File: config.mk
export PLATFORM = sky130hd
export DESIGN_NAME = snake_engine_flat
export DESIGN_NICKNAME = d
export VERILOG_FILES = /design/src/rtl/snake_pkg.sv /design/src/rtl/snake_engine_if.sv /design/src/rtl/snake_next_pos.sv /design/src/rtl/snake_engine.sv /design/src/flat_wrapper.sv
export SDC_FILE = /design/constraint.sdc
export NUM_CORES = 1
export LEC_CHECK = 0
export BUFFER_PORTS_ARGS = -buffer_cell sky130_fd_sc_hd__clkbuf_2
export CAP_MARGIN = 20
export CORE_UTILIZATION = 35
export DETAILED_ROUTE_END_ITERATION = 6
export PLACE_DENSITY = 0.65
export SYNTH_ARGS = -nofsm -noshare
export SYNTH_HDL_FRONTEND = slang
export SYNTH_SLANG_ARGS = --single-unit
File: constraint.sdc
create_clock -name clk -period 12.5 [get_ports clk]
set_input_delay 1.25 -clock clk [delete_from_list [all_inputs] [get_ports clk]]
set_output_delay 1.25 -clock clk [all_outputs]
set_load 0.02 [all_outputs]
File: src/rtl/snake_pkg.sv
// Shared direction and state encodings for the snake engine.
// Also holds the reversal test used by the direction register.
package snake_pkg;

   typedef enum logic [1:0] {
      DIR_LEFT  = 2'b00,
      DIR_RIGHT = 2'b01,
      DIR_UP    = 2'b10,
      DIR_DOWN  = 2'b11
   } dir_t;

   typedef enum logic [1:0] {
      ST_IDLE = 2'b00,
      ST_RUN  = 2'b01,
      ST_DEAD = 2'b10
   } state_t;

   // Opposite directions differ only in bit 0 within the same axis.
   function automatic logic is_reverse(input dir_t cur, input dir_t req);
      return req == dir_t'({cur[1], ~cur[0]});
   endfunction

endpackage

File: src/rtl/snake_engine_if.sv
// Control and observation bundle between the game controller and the engine.
// The controller drives the master side; the engine implements the slave side.
interface snake_engine_if #(
   parameter int MAX_LEN = 32,
   parameter int POS_W   = 10,
   parameter int LEN_W   = 6
);
   logic                     start;
   logic                     pause;
   logic                     step;
   logic [1:0]               dir_req;
   logic                     grow;
   logic [MAX_LEN*POS_W-1:0] body;
   logic [LEN_W-1:0]         len;
   logic [1:0]               state;
   logic                     moved;

   modport master (
      output start, pause, step, dir_req, grow,
      input  body, len, state, moved
   );

   modport slave (
      input  start, pause, step, dir_req, grow,
      output body, len, state, moved
   );
endinterface

File: src/rtl/snake_next_pos.sv
// Combinational next-head calculation with board-edge detection.
// With WRAP set the head re-enters on the opposite edge of the same row/column.
module snake_next_pos
   import snake_pkg::*;
#(
   parameter int WIDTH  = 32,
   parameter int HEIGHT = 24,
   parameter int POS_W  = 10,
   parameter int WRAP   = 0
) (
   input  logic [POS_W-1:0] head,
   input  dir_t             dir,
   output logic [POS_W-1:0] next_pos,
   output logic             hit_edge
);
   localparam logic [POS_W-1:0] STEP_X = POS_W'(1);
   localparam logic [POS_W-1:0] STEP_Y = POS_W'(WIDTH);
   localparam logic [POS_W-1:0] SPAN_X = POS_W'(WIDTH - 1);
   localparam logic [POS_W-1:0] SPAN_Y = POS_W'((HEIGHT - 1) * WIDTH);

   logic [31:0] col;
   logic [31:0] row;
   logic        at_edge;

   assign col = 32'(head) % WIDTH;
   assign row = 32'(head) / WIDTH;

   // NOTE: every output gets a default first so no path through the case infers a latch.
   always_comb begin
      at_edge  = 1'b0;
      next_pos = head;
      case (dir)
         DIR_LEFT: begin
            at_edge  = (col == 0);
            next_pos = at_edge ? head + SPAN_X : head - STEP_X;
         end
         DIR_RIGHT: begin
            at_edge  = (col == 32'(WIDTH - 1));
            next_pos = at_edge ? head - SPAN_X : head + STEP_X;
         end
         DIR_UP: begin
            at_edge  = (row == 0);
            next_pos = at_edge ? head + SPAN_Y : head - STEP_Y;
         end
         default: begin
            at_edge  = (row == 32'(HEIGHT - 1));
            next_pos = at_edge ? head - SPAN_Y : head + STEP_Y;
         end
      endcase
      hit_edge = at_edge && (WRAP == 0);
   end

endmodule

File: src/rtl/snake_engine.sv
// Snake body shift register, direction/length tracking and game FSM.
// One processed step either commits a whole-body shift or kills the snake.
module snake_engine
   import snake_pkg::*;
#(
   parameter int MAX_LEN  = 32,
   parameter int WIDTH    = 32,
   parameter int HEIGHT   = 24,
   parameter int POS_W    = 10,
   parameter int LEN_W    = 6,
   parameter int INIT_LEN = 3,
   parameter int INIT_POS = 400,
   parameter int WRAP     = 0
) (
   input logic           clk,
   input logic           rst,
   snake_engine_if.slave bus
);
   state_t                   state_q, state_d;
   dir_t                     dir_q, dir_d, dir_eff;
   logic [LEN_W-1:0]         len_q, len_d;
   logic                     grow_pend_q, grow_pend_d;
   logic                     moved_q, moved_d;
   logic [POS_W-1:0]         body_q [MAX_LEN];
   logic [POS_W-1:0]         body_d [MAX_LEN];
   logic [MAX_LEN*POS_W-1:0] body_flat;

   logic             step_ok, growing, self_hit, fatal, commit, reinit;
   logic [POS_W-1:0] next_pos;
   logic             hit_edge;

   function automatic logic [POS_W-1:0] init_seg(input int i);
      return (i < INIT_LEN) ? POS_W'(INIT_POS - i) : POS_W'(INIT_POS);
   endfunction

   snake_next_pos #(
      .WIDTH (WIDTH),
      .HEIGHT(HEIGHT),
      .POS_W (POS_W),
      .WRAP  (WRAP)
   ) u_next_pos (
      .head    (body_q[0]),
      .dir     (dir_eff),
      .next_pos(next_pos),
      .hit_edge(hit_edge)
   );

   always_comb begin
      step_ok = (state_q == ST_RUN) && !bus.pause && bus.step;
      dir_eff = is_reverse(dir_q, dir_t'(bus.dir_req)) ? dir_q : dir_t'(bus.dir_req);
      growing = grow_pend_q | bus.grow;
   end

   // The tail cell vacates on this move unless the snake is growing.
   always_comb begin
      self_hit = 1'b0;
      for (int i = 0; i < MAX_LEN; i++) begin
         if ((body_q[i] == next_pos) &&
             ((i + 1 < int'(len_q)) || (growing && (i + 1 == int'(len_q)))))
            self_hit = 1'b1;
      end
   end

   assign fatal  = hit_edge | self_hit;
   assign commit = step_ok & ~fatal;

   // NOTE: sequential state uses non-blocking assignments so every flop samples pre-edge values.
   always_ff @(posedge clk or posedge rst) begin
      if (rst) state_q <= ST_IDLE;
      else     state_q <= state_d;
   end

   always_comb begin
      state_d = state_q;
      case (state_q)
         ST_IDLE: if (bus.start)        state_d = ST_RUN;
         ST_RUN:  if (step_ok && fatal) state_d = ST_DEAD;
         ST_DEAD: if (bus.start)        state_d = ST_IDLE;
         default:                       state_d = ST_IDLE;
      endcase
   end

   always_comb begin
      reinit    = (state_q == ST_DEAD) && bus.start;
      bus.state = state_q;
   end

   always_comb begin
      dir_d       = dir_q;
      len_d       = len_q;
      body_d      = body_q;
      moved_d     = commit;
      grow_pend_d = grow_pend_q | bus.grow;
      if (reinit) begin
         dir_d       = DIR_RIGHT;
         len_d       = LEN_W'(INIT_LEN);
         grow_pend_d = 1'b0;
         for (int i = 0; i < MAX_LEN; i++) body_d[i] = init_seg(i);
      end else if (commit) begin
         dir_d     = dir_eff;
         body_d[0] = next_pos;
         for (int i = 1; i < MAX_LEN; i++) body_d[i] = body_q[i-1];
         if (growing && (len_q != LEN_W'(MAX_LEN))) len_d = len_q + LEN_W'(1);
         grow_pend_d = 1'b0;
      end
   end

   // NOTE: the body array is reset because the first move after start reads it as live state.
   always_ff @(posedge clk or posedge rst) begin
      if (rst) begin
         dir_q       <= DIR_RIGHT;
         len_q       <= LEN_W'(INIT_LEN);
         grow_pend_q <= 1'b0;
         moved_q     <= 1'b0;
         for (int i = 0; i < MAX_LEN; i++) body_q[i] <= init_seg(i);
      end else begin
         dir_q       <= dir_d;
         len_q       <= len_d;
         grow_pend_q <= grow_pend_d;
         moved_q     <= moved_d;
         body_q      <= body_d;
      end
   end

   always_comb begin
      body_flat = '0;
      for (int i = 0; i < MAX_LEN; i++) body_flat[i*POS_W +: POS_W] = body_q[i];
   end

   assign bus.body  = body_flat;
   assign bus.len   = len_q;
   assign bus.moved = moved_q;

endmodule
File: src/flat_wrapper.sv
// flat-port wrapper written by rule: the top's interface ports become plain ports
module snake_engine_flat import snake_pkg::*;
#(
   parameter int MAX_LEN  = 32,
   parameter int WIDTH    = 32,
   parameter int HEIGHT   = 24,
   parameter int POS_W    = 10,
   parameter int LEN_W    = 6,
   parameter int INIT_LEN = 3,
   parameter int INIT_POS = 400,
   parameter int WRAP     = 0
)
  (clk, rst, bus_start, bus_pause, bus_step, bus_dir_req, bus_grow, bus_body, bus_len, bus_state, bus_moved);
  snake_engine_if #(.MAX_LEN(MAX_LEN), .POS_W(POS_W), .LEN_W(LEN_W)) bus_i ();
  input logic clk;
  input logic rst;
  input wire logic [$bits(bus_i.start)-1:0] bus_start;
  input wire logic [$bits(bus_i.pause)-1:0] bus_pause;
  input wire logic [$bits(bus_i.step)-1:0] bus_step;
  input wire logic [$bits(bus_i.dir_req)-1:0] bus_dir_req;
  input wire logic [$bits(bus_i.grow)-1:0] bus_grow;
  output wire logic [$bits(bus_i.body)-1:0] bus_body;
  output wire logic [$bits(bus_i.len)-1:0] bus_len;
  output wire logic [$bits(bus_i.state)-1:0] bus_state;
  output wire logic [$bits(bus_i.moved)-1:0] bus_moved;
  assign bus_i.start = bus_start;
  assign bus_i.pause = bus_pause;
  assign bus_i.step = bus_step;
  assign bus_i.dir_req = bus_dir_req;
  assign bus_i.grow = bus_grow;
  assign bus_body = bus_i.body;
  assign bus_len = bus_i.len;
  assign bus_state = bus_i.state;
  assign bus_moved = bus_i.moved;
  snake_engine #(.MAX_LEN(MAX_LEN), .WIDTH(WIDTH), .HEIGHT(HEIGHT), .POS_W(POS_W), .LEN_W(LEN_W), .INIT_LEN(INIT_LEN), .INIT_POS(INIT_POS), .WRAP(WRAP)) u_core (.clk(clk), .rst(rst), .bus(bus_i));
endmodule
Word level (Yosys, flattened, before mapping)
Index checks and enable logic that the tools add are counted.
Widths: inputs -> output; s select.
{"block": "op_classes", "addsub": 9, "order_cmp": 32, "n_eq_ne": 75, "n_mux": 52, "n_bitwise": 5, "reduce_logical": 110}
{"op": "$mux 320", "count": 2}
{"op": "$eq 10x10->1", "count": 32}
{"op": "$eq 6x6->1 const A", "count": 17}
{"op": "$lt 5x6->1 const A", "count": 16}
{"op": "$logic_and 1x1->1", "count": 69}
{"op": "$logic_not 32->1", "count": 2}
{"op": "$eq 5x6->1 const A", "count": 8}
{"op": "$lt 4x6->1 const A", "count": 8}
{"op": "$mux 10", "count": 4}
{"op": "$mux 1", "count": 34}
{"op": "$logic_or 1x1->1", "count": 32}
{"op": "$pmux 10 s3", "count": 1}
{"op": "$eq 4x6->1 const A", "count": 4}
{"op": "$lt 3x6->1 const A", "count": 4}
{"op": "$mux 6", "count": 3}
{"op": "$eq 3x6->1 const A", "count": 2}
{"op": "$lt 2x6->1 const A", "count": 2}
{"op": "$mux 2", "count": 6}
{"op": "$add 10x1->10 const B", "count": 1}
{"op": "$add 10x10->10 const B", "count": 1}
{"op": "$add 10x5->10 const B", "count": 1}
{"op": "$add 10x6->10 const B", "count": 1}
{"op": "$eq 5x5->1 const B", "count": 2}
{"op": "$sub 10x1->10 const B", "count": 1}
{"op": "other kinds (22)", "count": 30}
{"block": "totals", "ff_bits": 332, "inputBits": 8, "output_inout_bits": 329, "elab_cells": 320}

Depth between registers and ports, before layout
{"block": "logic_depth", "ltp_word": 44, "mapped_depth": 27, "depth_no_buf": 18}

Hierarchy
Synthesis repeated with hierarchy kept, for this count alone.
{"block": "hier_totals", "cells_unflattened": 1902, "hier_area_um2": 19481.2}
{"mod": "snake_engine", "instances": 1, "cells_per_inst": 1809, "area_per_inst_um2": 18754.2, "seq_area_each_um2": 8438.1}
{"mod": "snake_next_pos", "instances": 1, "cells_per_inst": 93, "area_per_inst_um2": 726.9, "seq_area_each_um2": 0.0}

Worst setup path after synthesis
No wires, ideal clock.
{"block": "synth_timing", "path_type": "input to register", "start": "input port bus_dir_req[1]", "end": "register u_core.len_q[2] (netlist: u_core.bus.len[2])", "setup_time_ns": 0.078, "arrival_ns": 6.140, "required_time_ns": 12.422, "setup_slack_ns": 6.282, "stages": 24, "n_path_buf": 10, "path_cell_list": "buf_2 > buf_2 > buf_2 > buf_1 > clkbuf_1 > or2_2 > ha_1 > buf_2 > and3_1 > a221oi_1 > a211oi_2 > or4_1 > buf_4 > nand3_1 > buf_4 > buf_6 > xnor2_1 > nor2_1 > a32o_1 > nor4_1 > nand4_1 > buf_6 > or4_1 > a21oi_1"}
{"block": "synth_between", "elab_chain_len": 43, "elab_cells_between_ends": 108, "cone_classes": "eq/ne (35); mux (35); bitwise (3); reduce/logical (35)"}
{"element": "start: declaration", "line_no": "flat_wrapper.sv:20", "rtl": "input wire logic [$bits(bus_i.dir_req)-1:0] bus_dir_req;"}
{"element": "$eq 2x2->1", "line_no": "snake_pkg.sv:20", "rtl": "return req == dir_t'({cur[1], ~cur[0]});"}
{"element": "$mux 2 (*)", "line_no": "snake_engine.sv:50", "rtl": "dir_eff = is_reverse(dir_q, dir_t'(bus.dir_req)) ? dir_q : dir_t'(bus.dir_req);"}
{"element": "$eq 2x2->1, or another cell as far along", "line_no": "snake_next_pos.sv:32", "rtl": "case (dir)"}
{"element": "$pmux 10 s3", "line_no": "snake_next_pos.sv:32"}
{"element": "$eq 10x10->1", "line_no": "snake_engine.sv:58", "rtl": "if ((body_q[i] == next_pos) &&"}
{"element": "$logic_and 1x1->1", "line_no": "snake_engine.sv:58"}
{"element": "$mux 1 (32 in series)", "line_no": "snake_engine.sv:58"}
{"element": "$or 1x1->1 (*)", "line_no": "snake_engine.sv:64", "rtl": "assign fatal = hit_edge | self_hit;"}
{"element": "$not 1->1 (*)", "line_no": "snake_engine.sv:65", "rtl": "assign commit = step_ok & ~fatal;"}
{"element": "$and 1x1->1 (*)", "line_no": "snake_engine.sv:65"}
{"element": "$reduce_bool 2->1 (no line) (*)"}
{"element": "$reduce_and 2->1 (no line) (*)"}
{"element": "end signal: assignment", "line_no": "snake_engine.sv:112", "rtl": "len_q <= LEN_W'(INIT_LEN);"}
{"element": "end signal: assignment", "line_no": "snake_engine.sv:118", "rtl": "len_q <= len_d;"}
{"element": "end: declaration", "line_no": "snake_engine.sv:21", "rtl": "logic [LEN_W-1:0] len_q, len_d;"}
Mark *: on every way between the ends. The rest lies on a longest branch, timed or not.
A chain may end at the register's enable or synchronous reset.

Worst setup path after layout
{"block": "layout_timing", "start": "input port bus_dir_req[1]", "end": "register u_core.body_q (netlist bit u_core.bus.body[275])"}
{"block": "layout_between", "elab_chain_len": 42, "elab_cells_between_ends": 107, "cone_classes": "eq/ne (35); mux (35); bitwise (3); reduce/logical (34)"}
{"element": "$eq 2x2->1", "line_no": "snake_pkg.sv:20"}
{"element": "$mux 2 (*)", "line_no": "snake_engine.sv:50"}
{"element": "$eq 2x2->1, or another cell as far along", "line_no": "snake_next_pos.sv:32"}
{"element": "$pmux 10 s3", "line_no": "snake_next_pos.sv:32"}
{"element": "$eq 10x10->1", "line_no": "snake_engine.sv:58"}
{"element": "$logic_and 1x1->1", "line_no": "snake_engine.sv:58"}
{"element": "$mux 1 (32 in series)", "line_no": "snake_engine.sv:58"}
{"element": "$or 1x1->1 (*)", "line_no": "snake_engine.sv:64"}
{"element": "$not 1->1 (*)", "line_no": "snake_engine.sv:65"}
{"element": "$and 1x1->1 (*)", "line_no": "snake_engine.sv:65"}
{"element": "$reduce_bool 2->1 (no line) (*)"}
{"element": "end signal: assignment", "line_no": "snake_engine.sv:121", "rtl": "body_q <= body_d;"}
{"element": "end: declaration", "line_no": "snake_engine.sv:24", "rtl": "logic [POS_W-1:0] body_q [MAX_LEN];"}
Marks and branches as above.

==> metrics.md <==
| Metric | Value |
|---|---|
| Status | complete, no violations |
| Post-Syn Area | 20100 µm² |
| Rel. slew slack | 0.218 |
| TritonCTS clock tree | built |
| Maxcap violations | 0 |
| Post-DP Area | 22000 µm² |
| Final WL | 79.2 mm |
| H-tree levels | 2 |
| Largest net degree at the start of global routing | 176 |
| Tmin final | 7940 ps |
| Max frequency | 0.126 GHz |
| Final Max Slew Viols | 0 |
| Ys async rst share | 1.00 |
| HP Class | register to register |
| Routability Congestion | 0.921 |
| Synth top area share | 0.284 |
| Drt drc | 0 |
| Clk network pwr share | 0.181 |
| Critical path data required time | 12920 ps |
| HPWL after DPL | 56.1 mm |
| Initial drt markers | 1652 |
| Port Buffers | 336 |
| EDFF count, synth | 0 |
| Sw Ratio | 0.485 |
| Clk slew on worst S/H paths | 60 ps |
| Met3 routed WL | 6.74 mm |
| Share of cells above drive strength 1 | 0.261 |
| Slew @ Worst Pin | 1160 ps |
| Vias | 16.9k |
| Endpoints failing setup | 0 |
| Overall Global Routing Usage | 0.264 |
| CP Class | primary input to register |
| Mean Syn Cell Area | 10.4 µm² |
| Area leader, netlist | dfrtp_1 |
| TritonCTS Buffers | 40 |
| Endpoints failing hold | 0 |
| WL met1 | 33.0 mm |
| Die height | 242 µm |
| DRT Pass-1 Iters | 5 |
| Wire length of the first global-routing pass | 116 mm |
| Worst path bufs/invs | 5 |
| Unrepaired setup endpoints after global routing | no |
| CP Cell Sequence | clkbuf_2 -> buf_4 -> or2_2 -> ha_1 -> and3_1 -> a221oi_1 -> o21ai_1 -> a21oi_4 -> buf_4 -> xnor3_1 -> a2111oi_0 -> nand4_1 -> nand4_1 -> a2111oi_2 -> nand4_1 -> buf_4 -> buf_12 -> mux2i_1 -> nor2_1 |
| Logic pwr share | 0.505 |
| Netlist cell types | 80 |
| Internal | 3.58 mW |
| Leak | 12.7 nW |
| Vias in the first global route | 16.2k |
| Post-route design area | 23400 µm² |
| Gates resized, CTS repair | 0 |
| Crit. End Element | register |
| Layout area overhead | 16.5% |
| Die X | 242 µm |
| Clock Latency Late Sink | 580 ps |
| Setup Fix Bufs, Post-CTS | 0 |
| Worst-case clock buffer depth | 3 |
| Post-synthesis mux area share | 0.159 |
| Drt via density | 5.68 |
| Yosys Warn Count | 0 |
| Worst Path Max Fanout | 157 |
| Post-synthesis xor/xnor area fraction | 0.141 |
| Power per cell area | 297 nW/µm² |
| Hold WS | 488 ps |
| Max rail drop VDD | 0.000169 V |
| Post-DRT Antenna Nets | 0 |
| Layout Skew | 27.1 ps |
| Post-synthesis sequential area ratio | 0.420 |
| Nets | 2213 |
| Top layer in use | met5 |
| Critical path's largest stage delay | 810 ps |
| Yosys reg bits | 332 |
| CP arrival | 8360 ps |
| Net Sw Power | 3.37 mW |
| Initial antenna violation count | 2 |
| # hold bufs at CTS | 0 |
| Post-synth top cells | 319 x mux2i_1, 235 x nor2_1, 228 x dfrtp_1 |
| Sink Count | 332 |
| CTS root buf | clkbuf_16 |
| I/O Pins | 337 |
| Count leader, synth | mux2i_1 |
| Core footprint | 56600 µm² |
| Final TNS setup | 0 ps |
| Mapped Cells | 1930 |
| Part of the power in registers | 0.314 |
| Main combinational cell family by area after synthesis | multiplexers |
| Total grt overflow | 0 |
| Final worst path period share | 0.635 |
| Filler Cell Count | 5564 |
| # diodes | 0 |
| Syn_nets | 1952 |
| Critical path's top delay family | buffers and inverters |
| Post-synth top flop | dfrtp_1 |
| Top cells by area, synth | dfrtp_1 28%, mux2i_1 16%, dfstp_2 14%, xnor2_1 6.8%, xor2_1 5.1% |
| Post-Synth Adder-Cell Area | 0.00946 |
| Avg WL per Cell | 26.6 µm |
| Post-synthesis simple-gate area fraction | 0.128 |
| Site Rows | 87 |
| Starting Density | 0.355 |
| Worst Setup Start Kind | primary input |
| Slowest stage cell, crit path | buf_12 |
| Compound-cell area share of the yosys netlist | 0.0861 |
| Die area | 58400 µm² |
| Metal2 WL | 36.8 mm |
-- worst paths after layout --
| check | end | from | slack [ps] | cells past startpoint |
|---|---|---|---|---|
| worst max-delay path | u_core.bus.body[275] | bus_dir_req[1] | 4560 | 19 |
| worst min-delay path | u_core.bus.state[0] | u_core.bus.state[1] | 490 | 1 |
| worst max register to register | u_core.bus.body[275] | u_core.dir_q[1] | 5010 | 18 |
| worst min register to register | u_core.bus.state[0] | u_core.bus.state[1] | 490 | 1 |
| max in group asynchronous | u_core.bus.body[1] | rst | 10140 | 3 |
| min in group asynchronous | u_core.bus.body[260] | rst | 790 | 2 |
-- power groups by stage --
stage                     logic (mW)  clock network, mW  registers, mW
after global placement          3.42                  0           2.17
after global routing            3.74               1.31           2.21
final                           3.51               1.26           2.18
after detailed placement        3.46                  0           2.18
after floorplan                 2.19                  0           2.19
after CTS                       3.48               1.27           2.16
-- final cells by class --
class | count | area [µm²] | area share
timing repair buffer | 365 | 1920 | 0.0822
clock inverter | 20 | 240 | 0.0103
clock buffer | 54 | 1180 | 0.0502
tap | 756 | 946 | 0.0404
multi-input combinational | 1430 | 10600 | 0.453
sequential | 332 | 8440 | 0.360
inverter | 22 | 90.1 | 0.00385
-- through the flow --
stage | power (mW) | util | cells | setup slack [ps]
after floorplan | 4.38 | - | 1930 | 2230
after global placement | 5.59 | 0.389 | 2905 | 4270
after detailed placement | 5.64 | 0.389 | 2905 | 4220
after CTS | 6.92 | 0.414 | 2979 | 4740
after global routing | 7.26 | 0.414 | 2979 | 4300
final | 6.95 | 0.414 | 2979 | 4560
-- cells in the final DEF (no fill, tap or decap), drive strengths merged, types with 4 or more instances in the layout --
cell / Yosys / final
xnor3: 19 / 19
o211ai: 16 / 16
xor2: 118 / 118
bufinv: 0 / 4
o2111ai: 10 / 10
mux2i: 319 / 319
clkbuf: 59 / 390
nand2: 129 / 129
buf: 87 / 29
o21ai: 35 / 35
a21oi: 52 / 52
a22oi: 4 / 4
inv: 22 / 23
dfstp: 104 / 104
a31oi: 32 / 32
nor4: 21 / 21
o31ai: 4 / 4
xnor2: 156 / 156
a211oi: 10 / 10
a31o: 4 / 4
nand3: 33 / 33
a21o: 12 / 12
nand4: 35 / 35
and3: 17 / 17
nor2: 236 / 236
a2111oi: 32 / 32
nand2b: 4 / 4
or3: 9 / 9
nor3: 35 / 35
a221oi: 6 / 6
or4: 13 / 13
or2: 9 / 9
ha: 12 / 12
dfrtp: 228 / 228
clkinv: 0 / 12
-- cells by family after synthesis --
group                    Yosys count
AO/OA/AOI/OAI                    245
XOR/XNOR                         293
adder cells (fa/ha/maj)           14
buffers and inverters            168
flip-flops                       332
multiplexers                     320
AND/OR/NAND/NOR                  558
-- worst register-to-register path, cell delays in order, from the launching register on --
cell       delay [ps]
dfrtp_1           440
mux2i_1           510
or2_2             290
ha_1              340
and3_1            200
a221oi_1          720
o21ai_1           280
a21oi_4           510
buf_4             490
xnor3_1           290
a2111oi_0         700
nand4_1           190
nand4_1           160
a2111oi_2          70
nand4_1           170
buf_4             640
buf_12            830
mux2i_1           440
nor2_1             60
-- routing by layer --
layer,GRT usage,vias to the layer above
met5,0,-
met4,0.0903,4
met3,0.0535,144
met2,0.418,850
met1,0.359,8571
li1,-,7338
-- sequential cells by signal, summed over array words and instances, names as in the netlist --
| register | cells |
|---|---|
| u_core.grow_pend_q | 1 |
| u_core.bus.body | 320 |
| u_core.bus.moved | 1 |
| u_core.bus.state | 2 |
| u_core.bus.len | 6 |
| u_core.dir_q | 2 |
Note: power is estimated with default switching activity, not from simulation.
